[config.mk]
export PLATFORM = sky130hd
export DESIGN_NAME = d_reg_pipeline
export DESIGN_NICKNAME = d
export VERILOG_FILES = /design/src/rtl/d_reg_pipeline.sv
export SDC_FILE = /design/constraint.sdc
export NUM_CORES = 1
export LEC_CHECK = 0
export ABC_AREA = 0
export CORE_UTILIZATION = 45
export DETAILED_ROUTE_END_ITERATION = 7
export PLACE_DENSITY = 0.78
export SLEW_MARGIN = 15
export SYNTH_ARGS = -nofsm -noshare
export SYNTH_HDL_FRONTEND = slang
export SYNTH_SLANG_ARGS = --single-unit
[constraint.sdc]
create_clock -name clk -period 1.9 [get_ports clk]
set_input_delay 0.19 -clock clk [delete_from_list [all_inputs] [get_ports clk]]
set_output_delay 0.19 -clock clk [all_outputs]
set_load 0.05 [all_outputs]
[src/rtl/d_reg_pipeline.sv]
// d_reg_pipeline: WIDTH-bit, DEPTH-stage register delay line with clock
// enable, synchronous clear, per-stage valid tracking and occupancy count.
// DEPTH=1, WIDTH=1 reduces to a plain D flip-flop plus a valid bit.
`timescale 1ns/1ps
module d_reg_pipeline #(
  parameter int unsigned      WIDTH     = 8,
  parameter int unsigned      DEPTH     = 4,
  parameter logic [WIDTH-1:0] RESET_VAL = '0
) (
  input  logic                        clk,
  input  logic                        rst_n,
  input  logic                        en,
  input  logic                        clr,
  input  logic [WIDTH-1:0]            d,
  input  logic                        d_valid,
  output logic [WIDTH-1:0]            q,
  output logic                        q_valid,
  output logic [WIDTH*DEPTH-1:0]      taps,
  output logic [$clog2(DEPTH+1)-1:0]  occ,
  output logic                        full
);

  localparam int unsigned       OCC_W     = $clog2(DEPTH + 1);
  localparam logic [OCC_W-1:0]  OCC_ONE   = OCC_W'(1);
  localparam logic [OCC_W-1:0]  OCC_DEPTH = OCC_W'(DEPTH);

  logic [WIDTH-1:0] stage [DEPTH];
  logic [DEPTH-1:0] v;

  // Stage data, valids and occupancy: async reset > clear > enable > hold.
  always_ff @(posedge clk or negedge rst_n) begin
    if (!rst_n) begin
      for (int unsigned i = 0; i < DEPTH; i++) stage[i] <= RESET_VAL;
      v   <= '0;
      occ <= '0;
    end else if (clr) begin
      for (int unsigned i = 0; i < DEPTH; i++) stage[i] <= RESET_VAL;
      v   <= '0;
      occ <= '0;
    end else if (en) begin
      stage[0] <= d;
      v[0]     <= d_valid;
      for (int unsigned i = 1; i < DEPTH; i++) begin
        stage[i] <= stage[i-1];
        v[i]     <= v[i-1];
      end
      // Occupancy tracks popcount(v) incrementally: +1 on entry, -1 on drop.
      if (d_valid && !v[DEPTH-1])
        occ <= occ + OCC_ONE;
      else if (!d_valid && v[DEPTH-1])
        occ <= occ - OCC_ONE;
    end
  end

  // Outputs are direct register views or decodes of registers.
  assign q       = stage[DEPTH-1];
  assign q_valid = v[DEPTH-1];
  assign full    = (occ == OCC_DEPTH);

  for (genvar g = 0; g < DEPTH; g++) begin : g_taps
    assign taps[g*WIDTH +: WIDTH] = stage[g];
  end

endmodule

# Word-level counts from Yosys, hierarchy flattened
# Cells that the tools add are included.
op_classes:
  add_sub_neg: 2
  n_eq_ne: 1
  mux: 8
  n_reduce_logical: 7
op_table:
  columns: ["operator", "count"]
  rows:
  - ["$mux W32", 2]
  - ["$mux W3", 4]
  - ["$mux W4", 2]
  - ["$add A3 B1 Y3 const B", 1]
  - ["$eq A3 B3 Y1 const B", 1]
  - ["$reduce_bool A3 Y1", 1]
  - ["$sub A3 B1 Y3 const B", 1]
  - ["$logic_and A1 B1 Y1", 2]
  - ["$logic_not A1 Y1", 2]
  - ["$reduce_and A2 Y1", 1]
  - ["$reduce_bool A2 Y1", 1]
word_totals:
  register_bits: 39
  out_inout_bits: 45
  word_cells: 24

# Longest topological paths before layout
depth:
  depth_word: 6
  depth_mapped: 5
  ltp_nobuf: 5

# Least setup slack after synthesis
# OpenSTA, ideal clock, no wires.
synth_timing:
  kind: "reg2reg"
  start: "reg occ[0]"
  end: "reg occ[2]"
  setup_time_ns: 0.077
  t_arrival_ns: 1.700
  required_time_ns: 1.823
  slack_ns: 0.122
  path_stages_with_launch: 6
  path_buffers: 0
  cell_sequence: "dfrtp_1 -> inv_1 -> fa_1 -> nand4bb_1 -> a21o_1 -> a21oi_1"
synth_between:
  elab_chain_len: 5
synth_lines:
  columns: ["item", "line", "text"]
  rows:
  - ["start: declaration", "19", "output logic [$clog2(DEPTH+1)-1:0] occ,"]
  - ["start signal: assignment", "49", "occ <= occ + OCC_ONE;"]
  - ["start signal: assignment", "51", "occ <= occ - OCC_ONE;"]
  - ["$sub A3 B1 Y3", "51", null]
  - ["$mux W3", "50", "else if (!d_valid && v[DEPTH-1])"]
  - ["$mux W3 *", "48", "if (d_valid && !v[DEPTH-1])"]
  - ["$mux W3 *", "40", "end else if (en) begin"]
  - ["$mux W3 *", "36", "end else if (clr) begin"]
# Every way passes the cells marked *; elsewhere a longest branch is shown, timed or not. The select of a mux whose other input is x is not followed.
# A chain may end at the register's enable or synchronous reset.

# Worst setup path in the final report
layout_timing:
  start: "reg v[3]"
  end: "out q_valid"
layout_rtl:
  columns: ["item", "line", "text"]
  rows:
  - ["start: declaration", "28", "logic [DEPTH-1:0] v;"]
  - ["start signal: indexed assignment", "45", "v[i] <= v[i-1];"]
  - ["end: declaration", "17", "output logic q_valid,"]
# No word-level cell between the ends.

==> run summary <==
The mapped netlist covers 1760 sq um. The most common cell in the synthesized netlist is dfrtp_1. The depth of the CTS H-tree is 2. On the worst path, the slowest cell contributes a delay of 0.84 ns. The final total negative setup slack came out at 0 ns.

The instance area after placement is 2270 sq um. In this run the remaining antenna-violating nets after routing total 0. The total clock sinks is 39. The part of the Yosys area used for sequential elements came out at around 56%.

The normalized max-slew margin came out at 45.6%. Clock-pin slew was measured on the worst setup and hold paths at approximately 0.070 ns. The routed design has 3.28 mm of wire.

In this run the worst path has a maximum fanout of 6. Counting flops with a built-in enable in the synthesized netlist gives 0. The post-synthesis cell type count is 22. The area share of the largest cell type after synthesis came out at 55.6%.

The max-slew violation count is 0. The clock tree skew after final layout is 0.00452 ns. The endpoint type of the worst setup path is a primary output. The combined buffer and inverter count along the critical path came out at 1. The pre-antenna-repair detailed-routing pass consisted of 4 iterations. Compared with the post-synthesis result, the final layout area differs by 34.4%. The clock latency of the later-clocked register in the worst-skew pair came out at about 0.28 ns.

The chip width came out at 64.5 microns. Sorting the synthesized cells by how often they occur yields dfrtp_1 (39), nor2_1 (38), mux2i_1 (36). The antenna diode count came out at 0. The mean post-synth cell area came out at between 10 and 15 sq um. Counting along the longest clock path gives a buffer depth of 2. The tightest hold margin is 0.000400 ns. The maximum vdd drop is 0.457 mV. The critical path goes through clkdlybuf4s50_1. On the critical path, the stage with the largest delay is an instance of clkdlybuf4s50_1. The number of antenna violations at the first check in global routing is 0.

The post-synthesis async set-or-reset flop share is 100%. The final count of negative-setup-slack endpoints is 0. The via density per instance came out at 4.89.

The TritonCTS clock tree is built. CTS placed an instance of clkbuf_8 at the clock tree root. After detailed routing, the average wire length per cell comes to 13.2 microns. Setup repair after global routing left no endpoint under its margin. The final instance area came out at 2360 sq um. Across every metal layer, demand over resource in global routing totals between 10% and 20%. The worst path in the final design needs a cycle of 1.75 ns, including I/O delays and setup. The maximum clock rate came out at 0.572 GHz. The die is 64.5 microns tall. The number of I/O port buffers is 57.

The total number of vias came out at 1213. In the routed design, unresolved DRC markers number 0. The boundary pin count came out at 58. The count of cells resized by post-cts repair came out at 0.

The actual transition at the worst max-transition pin came out at 0.816 ns. By area the synthesized netlist is led by dfrtp_1 (56%), mux2i_1 (21%), nor2_1 (8.1%). Of the available clock period, the critical path in the final layout requires around 90%.

The site row count came out at 22. The tightest min-delay check is of the primary input to asynchronous set/reset pin type. The final net count came out at 213.

The TritonCTS buffer count came out at 5. Detailed placement ended at an HPWL of about 2.4 mm. The synthesized net count is 161.

The initial detailed-routing violation count came out at 47. In the final layout, the share of cells above drive strength 1 is 8.00%. The type of the worst setup path is flop to primary output. The via count of the first global-routing pass is 1247. The floorplan die area is between 4000 and 5000 sq um. The final total power is 1.68 mW. The congestion estimate from routability-driven global placement came to between 0.7 and 0.8. The number of violations of the max-capacitance limit is 0. The flow ran to the end, and the final reports show no timing, DRC or antenna violations. The final-report hold violation count came to 0. The initial utilization of the core area, before any placement, comes to about 48%.

The sum of overflow across all layers after global routing came out at 0. In this design, the largest share of critical-path delay is due to buffers and inverters. The synthesized flop and latch total is 39.

The number of warnings reported in the yosys synthesis log came out at 0. Data on the critical path arrives at its endpoint at around 1.6 ns. The dominant synthesized flop cell is dfrtp_1.

The most area-hungry cell type in the Yosys netlist is dfrtp_1. Entering global routing, the biggest net connects 40 pins. In this run the standard cell core region covers 3690 sq um. The number of buffers inserted for hold repair after clock tree synthesis came out at 0. The first-pass GRT wire length came out at between 5 and 6 mm.

The sort of element at the start of the critical path is a flop. The leakage power came out at 1.12 nW. The post-CTS setup buffer count is 0. The power per cell area is around 700 nW/um^2. The number of instances in the synthesized netlist is approximately 150. The required arrival time at the worst endpoint is 1.71 ns.
-- sequential cells by signal, indices dropped and copies added (netlist names) --
name	cells
occ	3
v	4
taps	24
q	8
-- layer usage --
metal	share of wire, %	global-route usage, %
met1	43	20.6
met2	51	30.3
met3	3.1	3.87
met4	3.3	9.72
met5	0	0
-- path summary, 6_finish.rpt --
| path | from | to | slack (ns) | depth (start not counted) |
|---|---|---|---|---|
| min in group clk | en | occ[0] | 0.39 | 3 |
| max reg2reg | occ[0] | occ[2] | 0.38 | 5 |
| max in group asynchronous | rst_n | q[0] | 1.39 | 1 |
| min | rst_n | taps[5] | 0.0004 | 1 |
| max | v[3] | q_valid | 0.15 | 1 |
| min reg2reg | v[2] | v[2] | 0.54 | 2 |
-- cell usage in the layout, fill, tap and decap left out, drive strengths merged, types with 2 or more instances in the layout --
cell type      count
nand3              3
mux2i             36
buf                8
clkdlybuf4s50     54
clkbuf             6
inv                2
nor2              38
dfrtp             39
-- area by class of cell --
cell class | instances | area, sq um
inverter | 2 | 7.51
sequential | 39 | 976
tap | 48 | 60.1
fill | 311 | 1330
multi-input combinational | 89 | 622
clock buffer | 6 | 72.6
clock inverter | 2 | 12.5
timing repair buffer | 62 | 608
-- where the power goes --
group / internal, mW / switching, mW
clock: 0.256 / 0.265
combinational: 0.109 / 0.178
sequential: 0.855 / 0.0212
-- cell families after synthesis --
logic type | share of synthesized area, %
AND/OR/NAND/NOR | 11.5
AO/OA/AOI/OAI | 1.71
adder cells (fa/ha/maj) | 1.14
flip-flops | 55.6
multiplexers | 20.5
XOR/XNOR | 0.499
buffers and inverters | 8.98
-- through the flow --
stage	util (%)	std cells	setup slack (ns)
floorplan	-	147	0.122
global placement	61.6	240	0.182
detailed placement	61.6	240	0.152
CTS	63.9	248	0.132
global route	63.9	248	0.102
finish	63.9	248	0.151
Note: power is estimated with default switching activity, not from simulation.
